===== config.mk =====
export PLATFORM = sky130hd
export DESIGN_NAME = reset_stall_sequencer
export DESIGN_NICKNAME = d
export VERILOG_FILES = /design/src/rtl/rst_seq_pkg.sv /design/src/rtl/sync_debounce.sv /design/src/rtl/reset_stall_sequencer.sv
export SDC_FILE = /design/constraint.sdc
export NUM_CORES = 1
export LEC_CHECK = 0
export CORE_MARGIN = 2
export CORE_UTILIZATION = 50
export DETAILED_ROUTE_END_ITERATION = 6
export GPL_TIMING_DRIVEN = 0
export PLACE_DENSITY_LB_ADDON = 0.15
export SETUP_SLACK_MARGIN = 0.3
export SLEW_MARGIN = 10
export SYNTH_ARGS = -nofsm -noshare
export SYNTH_HDL_FRONTEND = slang
export SYNTH_SLANG_ARGS = --single-unit

===== constraint.sdc =====
create_clock -name clk -period 2.25 [get_ports clk]
set_input_delay 0.3375 -clock clk [delete_from_list [all_inputs] [get_ports clk]]
set_output_delay 0.3375 -clock clk [all_outputs]
set_load 0.005 [all_outputs]

===== src/rtl/rst_seq_pkg.sv =====
// Shared types and constants for the reset/stall sequencer.
//   state_e        : sequencer FSM states
//   STALL_*        : stall_mode encodings
//   LFSR_TAP_MASK  : Fibonacci taps 16,14,13,11 for a right-shifting register
//   lfsr_next()    : one LFSR step
package rst_seq_pkg;

    typedef enum logic [1:0] {
        WAIT_LOCK = 2'd0,
        ASSERT    = 2'd1,
        RUN       = 2'd2
    } state_e;

    localparam logic [1:0] STALL_OFF      = 2'b00;
    localparam logic [1:0] STALL_TOGGLE   = 2'b01;
    localparam logic [1:0] STALL_PERIODIC = 2'b10;
    localparam logic [1:0] STALL_RANDOM   = 2'b11;

    // Taps 16,14,13,11 map to bits 0,2,3,5 when shifting right.
    localparam logic [15:0] LFSR_TAP_MASK = 16'h002D;

    function automatic logic [15:0] lfsr_next(input logic [15:0] s);
        return {^(s & LFSR_TAP_MASK), s[15:1]};
    endfunction

endpackage


===== src/rtl/sync_debounce.sv =====
// Synchronizer chain followed by a stable-count debouncer.
//   clk   : clock
//   rst   : synchronous active-high reset
//   d_in  : raw asynchronous input
//   d_out : synchronized, debounced level
// d_out follows a new input level SYNC_STAGES+DEBOUNCE_CYCLES cycles after it
// first appears; shorter excursions are dropped.
module sync_debounce #(
    parameter int unsigned SYNC_STAGES     = 2,
    parameter int unsigned DEBOUNCE_CYCLES = 16
) (
    input  logic clk,
    input  logic rst,
    input  logic d_in,
    output logic d_out
);

    localparam int unsigned CW = $clog2(DEBOUNCE_CYCLES + 1);

    logic [SYNC_STAGES-1:0] sync_q;
    logic [CW-1:0]          dcnt_q, dcnt_d;
    logic                   db_q, db_d;
    logic                   synced;

    assign synced = sync_q[SYNC_STAGES-1];
    assign d_out  = db_q;

    // Count consecutive cycles that disagree with the current level; any
    // agreeing cycle restarts the count.
    always_comb begin
        dcnt_d = '0;
        db_d   = db_q;
        if (synced != db_q) begin
            if (dcnt_q == CW'(DEBOUNCE_CYCLES - 1)) begin
                db_d = ~db_q;
            end else begin
                dcnt_d = dcnt_q + CW'(1);
            end
        end
    end

    always_ff @(posedge clk) begin
        if (rst) begin
            sync_q <= '0;
            dcnt_q <= '0;
            db_q   <= 1'b0;
        end else begin
            sync_q <= {sync_q[SYNC_STAGES-2:0], d_in};
            dcnt_q <= dcnt_d;
            db_q   <= db_d;
        end
    end

endmodule


===== src/rtl/reset_stall_sequencer.sv =====
// Reset and stall sequencer for the CPU clock domain.
//   clk        : CPU clock
//   rst        : synchronous active-high global reset
//   btn_in     : raw push-button, active-high
//   lock_in    : asynchronous lock flags, all must be high
//   stall_mode : 00 off, 01 toggle, 10 periodic, 11 pseudo-random
//   cpu_rst    : registered core reset
//   stall      : registered core stall
//   ready      : registered, high while the FSM is in RUN
module reset_stall_sequencer
    import rst_seq_pkg::*;
#(
    parameter int unsigned NUM_LOCKS       = 2,
    parameter int unsigned SYNC_STAGES     = 2,
    parameter int unsigned DEBOUNCE_CYCLES = 16,
    parameter int unsigned RST_CYCLES      = 15,
    parameter int unsigned STALL_PERIOD    = 4,
    parameter logic [15:0] LFSR_SEED       = 16'hACE1
) (
    input  logic                 clk,
    input  logic                 rst,
    input  logic                 btn_in,
    input  logic [NUM_LOCKS-1:0] lock_in,
    input  logic [1:0]           stall_mode,
    output logic                 cpu_rst,
    output logic                 stall,
    output logic                 ready
);

    localparam int unsigned RCW = $clog2(RST_CYCLES + 1);
    localparam int unsigned SCW = $clog2(STALL_PERIOD);

    state_e                 state_q, state_d;
    logic [RCW-1:0]         rcnt_q, rcnt_d;
    logic [NUM_LOCKS-1:0]   lock_s1_q, lock_s2_q;
    logic                   locks_ok;
    logic                   btn_db;

    logic                   cpu_rst_q, cpu_rst_d;
    logic                   ready_q, ready_d;
    logic                   stall_q, stall_d;
    logic [1:0]             mode_q;
    logic                   tog_q, tog_d;
    logic [SCW-1:0]         scnt_q, scnt_d;
    logic [15:0]            lfsr_q, lfsr_d;

    logic                   run_next;
    logic                   restart;

    assign cpu_rst  = cpu_rst_q;
    assign ready    = ready_q;
    assign stall    = stall_q;
    assign locks_ok = &lock_s2_q;

    sync_debounce #(
        .SYNC_STAGES     (SYNC_STAGES),
        .DEBOUNCE_CYCLES (DEBOUNCE_CYCLES)
    ) u_btn_db (
        .clk   (clk),
        .rst   (rst),
        .d_in  (btn_in),
        .d_out (btn_db)
    );

    // Lock synchronizers, FSM state and reset counter.
    always_ff @(posedge clk) begin
        if (rst) begin
            lock_s1_q <= '0;
            lock_s2_q <= '0;
            state_q   <= WAIT_LOCK;
            rcnt_q    <= '0;
        end else begin
            lock_s1_q <= lock_in;
            lock_s2_q <= lock_s1_q;
            state_q   <= state_d;
            rcnt_q    <= rcnt_d;
        end
    end

    // Next state; lock loss always wins over the button.
    always_comb begin
        state_d = state_q;
        rcnt_d  = rcnt_q;
        unique case (state_q)
            WAIT_LOCK: begin
                if (locks_ok) begin
                    state_d = ASSERT;
                    rcnt_d  = RCW'(RST_CYCLES - 1);
                end
            end
            ASSERT: begin
                if (!locks_ok) begin
                    state_d = WAIT_LOCK;
                    rcnt_d  = '0;
                end else if (btn_db) begin
                    rcnt_d = RCW'(RST_CYCLES - 1);
                end else if (rcnt_q == '0) begin
                    state_d = RUN;
                end else begin
                    rcnt_d = rcnt_q - RCW'(1);
                end
            end
            RUN: begin
                if (!locks_ok) begin
                    state_d = WAIT_LOCK;
                    rcnt_d  = '0;
                end else if (btn_db) begin
                    state_d = ASSERT;
                    rcnt_d  = RCW'(RST_CYCLES - 1);
                end
            end
            default: begin
                state_d = WAIT_LOCK;
                rcnt_d  = '0;
            end
        endcase
    end

    // Outputs and stall generator, all derived from the next state so the
    // registered outputs line up with the state they describe.
    always_comb begin
        run_next  = (state_d == RUN);
        restart   = run_next && ((state_q != RUN) || (stall_mode != mode_q));
        cpu_rst_d = !run_next;
        ready_d   = run_next;
        stall_d   = 1'b0;
        tog_d     = 1'b0;
        scnt_d    = '0;
        lfsr_d    = lfsr_q;
        if (run_next) begin
            lfsr_d = lfsr_next(lfsr_q);
            tog_d  = restart ? 1'b1 : ~tog_q;
            if (!restart) begin
                scnt_d = (scnt_q == SCW'(STALL_PERIOD - 1)) ? '0 : scnt_q + SCW'(1);
            end
            unique case (stall_mode)
                STALL_OFF:      stall_d = 1'b0;
                STALL_TOGGLE:   stall_d = tog_d;
                STALL_PERIODIC: stall_d = (scnt_d == SCW'(STALL_PERIOD - 1));
                STALL_RANDOM:   stall_d = lfsr_q[0];
                default:        stall_d = 1'b0;
            endcase
        end
    end

    // Output and stall-generator registers.
    always_ff @(posedge clk) begin
        if (rst) begin
            cpu_rst_q <= 1'b1;
            ready_q   <= 1'b0;
            stall_q   <= 1'b0;
            mode_q    <= STALL_OFF;
            tog_q     <= 1'b0;
            scnt_q    <= '0;
            lfsr_q    <= LFSR_SEED;
        end else begin
            cpu_rst_q <= cpu_rst_d;
            ready_q   <= ready_d;
            stall_q   <= stall_d;
            mode_q    <= stall_mode;
            tog_q     <= tog_d;
            scnt_q    <= scnt_d;
            lfsr_q    <= lfsr_d;
        end
    end

endmodule


==> results of run 1 <==
[placed cells by master, fill, tap and decap left out, types with 2 or more instances in the layout]
cell / Yosys / routed
buf_2: 2 / 2
xnor2_1: 5 / 5
o2bb2ai_1: 3 / 3
nor2b_1: 8 / 8
a21oi_1: 6 / 6
a22o_1: 8 / 8
clkbuf_1: 2 / 3
nor2_1: 14 / 13
buf_4: 1 / 3
dfxtp_1: 42 / 41
nor3_1: 2 / 2
nand2_1: 3 / 3
inv_1: 9 / 7
clkdlybuf4s50_1: 0 / 9
inv_2: 0 / 2
o21ai_0: 4 / 4
mux2i_1: 2 / 2
o22a_1: 7 / 7
and3_1: 3 / 3
xor2_1: 3 / 3
clkbuf_4: 0 / 5
ha_1: 4 / 3
[stage by stage]
stage / hold WS, ps / total power (W)
2_1_floorplan: 409 / 0.000796
3_5_place_dp: 428 / 0.000815
4_1_cts: 446 / 0.00129
5_1_grt: 468 / 0.00132
3_3_place_gp: 418 / 0.000813
6_report: 448 / 0.00128
[area by class of cell]
class | count | area, um^2
multi-input combinational | 91 | 684
sequential | 42 | 842
clock buffer | 6 | 41.3
fill | 257 | 1180
inverter | 9 | 33.8
tap | 33 | 41.3
buffer | 5 | 28.8
clock inverter | 2 | 37.5
timing repair buffer | 12 | 113
[power by group through the flow]
stage	registers (W)	logic, W	clock network, W
2_1_floorplan	0.000772	0.0000248	0
3_3_place_gp	0.000772	0.0000412	0
6_report	0.000756	0.0000458	0.000476
5_1_grt	0.000757	0.0000495	0.000513
3_5_place_dp	0.000772	0.0000424	0
4_1_cts	0.000756	0.0000438	0.000488
[routing by layer]
metal | global-route usage | up-vias | routed length, um
met5 | 0 | - | 0
met4 | 0.0794 | 0 | 53
met3 | 0.0584 | 6 | 108
met2 | 0.270 | 19 | 1230
met1 | 0.187 | 522 | 1200
li1 | - | 556 | -
[state kept, by name, indices dropped and copies added (netlist names)]
register	flops
u_btn_db.sync_q	2
state_q	2
scnt_q	2
mode_q	2
u_btn_db.d_out	1
tog_q	1
cpu_rst	1
lfsr_q	16
rcnt_q	4
lock_s1_q	2
u_btn_db.dcnt_q	5
lock_s2_q	2
ready	1
stall	1
[final timing paths]
kind	cells after the start	end	start	slack (ps)
setup / recovery	7	stall	rcnt_q[1]	320
hold / removal	1	tog_q	tog_q	450
setup reg to reg	7	stall	rcnt_q[1]	320
hold reg to reg	1	tog_q	tog_q	450
[what timing repair did]
| item | in CTS | in global routing |
|---|---|---|
| setup buffers | 1 | 2 |
| pin swaps | 0 | 2 |
| setup endpoints to repair | 2 | 19 |
| gates resized for setup | 0 | 9 |
| endpoints found under the hold margin | 0 | 0 |
[kinds of logic after synthesis]
logic type / Yosys count / synth area share
multiplexers: 2 / 0.0129
AND/OR/NAND/NOR: 41 / 0.155
adder cells (fa/ha/maj): 4 / 0.0322
AO/OA/AOI/OAI: 36 / 0.176
buffers and inverters: 14 / 0.0378
flip-flops: 42 / 0.541
XOR/XNOR: 8 / 0.0451
==> run metrics, run 1 <==
Clock transition at path regs=130 ps; Die Wd=around 60 um; CTS Sinks=42; post-detailed-route count of antenna-violating nets=0; Die Y=59.8 um; Hold Fails Final Rpt=0; Crit Path Category=reg2reg; Distinct cells, synth=38; sw power=~0.00027 W; combinational power share=0.036; Flop pwr share=0.592; die area=0.00357 mm^2; Residual DRC=0; Core ar.=0.00300 mm^2; measured slew at the worst slew-check pin=482 ps; worst-path cell chain=inv_1 > ha_4 > nor3b_4 > a21oi_4 > or4_4 > and3_1 > o21a_1; top post-synthesis cells by area=dfxtp_1 54%, a22o_1 4.5%, o22a_1 3.9%; yosys warns=0; Max-Cap Viols=0; pre-CTS WS=~230 ps; drt first pass iters=4; # placed instances=between 150 and 200; placed cell area=0.00169 mm^2; top cell type's share of synthesized area=0.541; Port-buffer cells=9; GRT Util Overall=0.164; Yosys reg bits=42; Inserted Diodes=0; f_max=~0.52 GHz; Gate Count Post-Synth=147; Layout Cells excl Fill=200; Finish-stage setup viols=0; top-count cell post-synth=dfxtp_1; Avg WL per Cell=12.9 um; Slew headroom=0.679; initial antenna violation count=0; Vias=1103; final worst setup slack=324 ps; PwrDens=~700 mW/mm^2; Max H-tree Level=2; placer's final routability congestion estimate=roughly 0.75; Sw Share=0.208; Hold/Removal Path Class=reg2reg; Slew Viols, Final=0; Post-DP HPWL=1800 um; CP top delay family=simple AND/OR/NAND/NOR gates; Mapped Avg Cell Area=10.6 um^2; Worst EP arrival=2190 ps; Vias/cell=5.52; initial DRC count=50; layout cells sized above 1=0.150; cell taking the most area after synthesis=dfxtp_1; Mapped Nets=158; IO Count=10; Layout Nets=177; Initial Util=0.518; P_int=between 0.001 and 0.0015 W; cts hold-fix bufs=0; RSZ-0062 raised after global routing=no; clk root buf=clkbuf_4; fin util=0.607; CP bufs+invs=1; vias in the first global route=around 1000; sequential share of the synthesized area=0.541; fin crit period=1930 ps; leakage power=roughly 0.70 nW; synth cell count leaders=42 x dfxtp_1, 14 x nor2_1, 9 x inv_1; outcome=completed; Total Wirelength=2590 um; Synth Cell Area=0.00156 mm^2; global-route wire length before repair=around 4300 um; top_reg_cell synth=dfxtp_1; final period utilization=0.856; Critical Path Fanout Max=4; Worst Path Required=2510 ps; Area Overhead vs Synth=17.1%; Max Root-Sink Buffers=2; pin count of the biggest net entering global routing=14; CTS tree=built; setup TNS=0 ps; Startpoint Class=flop; Worst Setup End Kind=flop; post-route clock skew=15.4 ps; clock network power share=0.373; CTS Buf Count=5; Post-synth EDFFs=0; Slowest-stage cell, CP=or4_4; Finished Cell Area=0.00182 mm^2; remaining global-route overflow=0; worst skew pair latency=350 ps; Worst path max stage delay=500 ps; Worst VDD drop=0.445 mV; ys async rst share=0; num rows=20
No activity file was read; power rests on OpenSTA's default activity.
==> run 2, diff against run 1 <==
Settings changed: CTS_CLUSTER_DIAMETER from default to 150, MAX_ROUTING_LAYER from default to met4.
==> run 2 against run 1 <==
Compared with the run above:
- utilization down 0.25 points
- cell area down 0.41%
- critical path depth unchanged
- first-iteration DRC count down 2.0%
- worst hold slack worse by 0.92 ps
- wire length down 1.4%
- register-to-register slack about the same
- cell count down 0.50%
- non-clock buffer count down 1
- clock-buffer cell count unchanged
==> run metrics, run 2 (synthesis results as in run 1) <==
Total Wirelength=2550 um (was 2590 um); Worst Path Required=2510 ps (about the same); CTS Sinks=42 (unchanged); R2R setup slack=330 ps (was 320 ps); PwrDens=705 mW/mm^2 (was 701 mW/mm^2); initial antenna violation count=0 (unchanged); Slew headroom=0.678 (was 0.679); f_max=0.521 GHz (was 0.519 GHz); Startpoint Class=flop (unchanged); Worst VDD drop=0.445 mV (about the same); Core ar.=0.00300 mm^2 (unchanged); leakage power=0.699 nW (was 0.704 nW); Max Root-Sink Buffers=2 (unchanged); Die Y=59.8 um (unchanged); die area=0.00357 mm^2 (unchanged); worst reg2reg path endpoint=stall (unchanged); setup TNS=0 ps (unchanged); Setup crit start=rcnt_q[1] (unchanged); Initial Util=0.518 (unchanged); clock network power share=0.373 (about the same); worst skew pair latency=360 ps (was 350 ps); measured slew at the worst slew-check pin=483 ps (was 482 ps); post-detailed-route count of antenna-violating nets=0 (unchanged); vias in the first global route=1042 (was 1039); R2R cell count=7 (unchanged); combinational power share=0.036 (about the same); P_int=0.00101 W (about the same); Hold Fails Final Rpt=0 (unchanged); Hold/Removal Path Class=reg2reg (unchanged); commonest non-fill, non-tap cell in the layout=dfxtp_1 (unchanged); pin count of the biggest net entering global routing=14 (unchanged); num rows=20 (unchanged); Worst Setup End Kind=flop (unchanged); post-route clock skew=13.7 ps (was 15.4 ps); GRT Util Overall=0.169 (was 0.164); Slowest-stage cell, CP=or4_4 (unchanged); placer's final routability congestion estimate=0.756 (was 0.747); Worst EP arrival=2180 ps (was 2190 ps); Critical Path Fanout Max=4 (unchanged); clk root buf=clkbuf_4 (unchanged); Post-DP HPWL=1800 um (unchanged); Finished Cell Area=0.00181 mm^2 (was 0.00182 mm^2); Hold Path Stages=1 (unchanged); remaining global-route overflow=0 (unchanged); Port-buffer cells=9 (unchanged); Avg WL per Cell=12.8 um (was 12.9 um); Inserted Diodes=0 (unchanged); Vias=1097 (was 1103); Worst path max stage delay=500 ps (about the same); Sw Share=0.209 (was 0.208); cts hold-fix bufs=0 (unchanged); Die Wd=59.8 um (unchanged); CTS tree=built (unchanged); Slew Viols, Final=0 (unchanged); drt first pass iters=4 (unchanged); pre-CTS WS=233 ps (unchanged); Crit Path Category=reg2reg (unchanged); Most flops, register=lfsr_q (unchanged); Clock transition at path regs=130 ps (about the same); final worst setup slack=330 ps (was 324 ps); Residual DRC=0 (unchanged); global-route wire length before repair=4320 um (was 4330 um); initial DRC count=49 (was 50); final period utilization=0.853 (was 0.856); RR Startpoint=rcnt_q[1] (unchanged); hold path endpoint=u_btn_db.sync_q[1] (was tog_q); RSZ-0062 raised after global routing=yes (was no); layout cells sized above 1=0.145 (was 0.150); IO Count=10 (unchanged); sw power=0.000267 W (was 0.000266 W); worst-path cell chain=inv_1 > ha_4 > nor3b_4 > a21oi_4 > or4_4 > and3_1 > o21a_1 (unchanged); Area Overhead vs Synth=16.7% (was 17.1%); outcome=completed (unchanged); Flop pwr share=0.591 (was 0.592); CTS Buf Count=5 (unchanged); Finish-stage setup viols=0 (unchanged); Max-Cap Viols=0 (unchanged); Layout Nets=176 (was 177); max reg flops=16 (unchanged); fin crit period=1920 ps (was 1930 ps); Top Registers=lfsr_q (16), u_btn_db.dcnt_q (5), rcnt_q (4) (unchanged); Vias/cell=5.51 (was 5.52); most frequent cells in the layout=41 x dfxtp_1, 13 x nor2_1, 9 x clkdlybuf4s50_1 (unchanged); HP Start=u_btn_db.sync_q[0] (was tog_q); Max H-tree Level=2 (unchanged); placed cell area=0.00169 mm^2 (unchanged)
-- run 2: how the worst max path moves through the flow --
stage | to | slack (ps) | cells past startpoint
4_1_cts | stall | 310 | 7
6_report | stall | 330 | 7
2_1_floorplan | stall | 430 | 7
3_3_place_gp | stall | 220 | 6
5_1_grt | scnt_q[0] | 270 | 10
3_5_place_dp | stall | 230 | 6
-- run 2: power by group through the flow --
stage / Clock [W] / Sequential [W] / Combinational, W
2_1_floorplan: 0 / 0.000772 / 0.0000248
3_3_place_gp: 0 / 0.000772 / 0.0000412
3_5_place_dp: 0 / 0.000772 / 0.0000424
4_1_cts: 0.000488 / 0.000756 / 0.0000438
5_1_grt: 0.000513 / 0.000757 / 0.0000496
6_report: 0.000477 / 0.000756 / 0.0000456
-- run 2: worst max-delay path: cells and delay by family (launching register included) --
family	cells	cell delay, ps
and+or+nand+nor	3	940
DFF	1	350
AOI/OAI and AO/OA	2	280
adders and majority gates	1	150
buffers and inverters	1	110
-- run 2: area by class of cell --
cell class | instances | area, um^2
fill | 258 | 1190
sequential | 42 | 842
multi-input combinational | 91 | 684
timing repair buffer | 11 | 105
clock buffer | 6 | 41.3
tap | 33 | 41.3
clock inverter | 2 | 37.5
inverter | 9 | 33.8
buffer | 5 | 28.8
-- run 2: per-layer routing --
| layer | up-vias | global-route usage | part of all wire |
|---|---|---|---|
| met3 | 5 | 0.0455 | 0.043 |
| li1 | 555 | - | - |
| met2 | 19 | 0.267 | 0.48 |
| met1 | 518 | 0.191 | 0.46 |
| met4 | 0 | 0.0984 | 0.019 |
| met5 | - | - | 0 |
-- run 2: what timing repair did --
action                                  CTS  global route
setup buffers                             1             1
hold endpoints to repair                  0             0
gates resized for setup                   0             9
endpoints found under the setup margin    2            19
pin swaps                                 0             2
gates cloned                              0             0
-- run 2: per-stage QoR --
stage                util  power, W  hold slack (ps)  instances
floorplan               -  0.000796              409        147
global placement    0.562  0.000813              418        189
detailed placement  0.562  0.000815              428        189
CTS                 0.590   0.00129              446        198
global route        0.604   0.00132              467        199
finish              0.604   0.00128              447        199
==> run 3, diff against run 2 <==
==> constraint.sdc (replaced) <==
create_clock -name clk -period 2.25 [get_ports clk]
set_input_delay 0.3375 -clock clk [delete_from_list [all_inputs] [get_ports clk]]
set_output_delay 0.3375 -clock clk [all_outputs]
set_load 0.05 [all_outputs]
==> results of run 3 <==
The final DEF is identical to that of run 2. Status: completed.
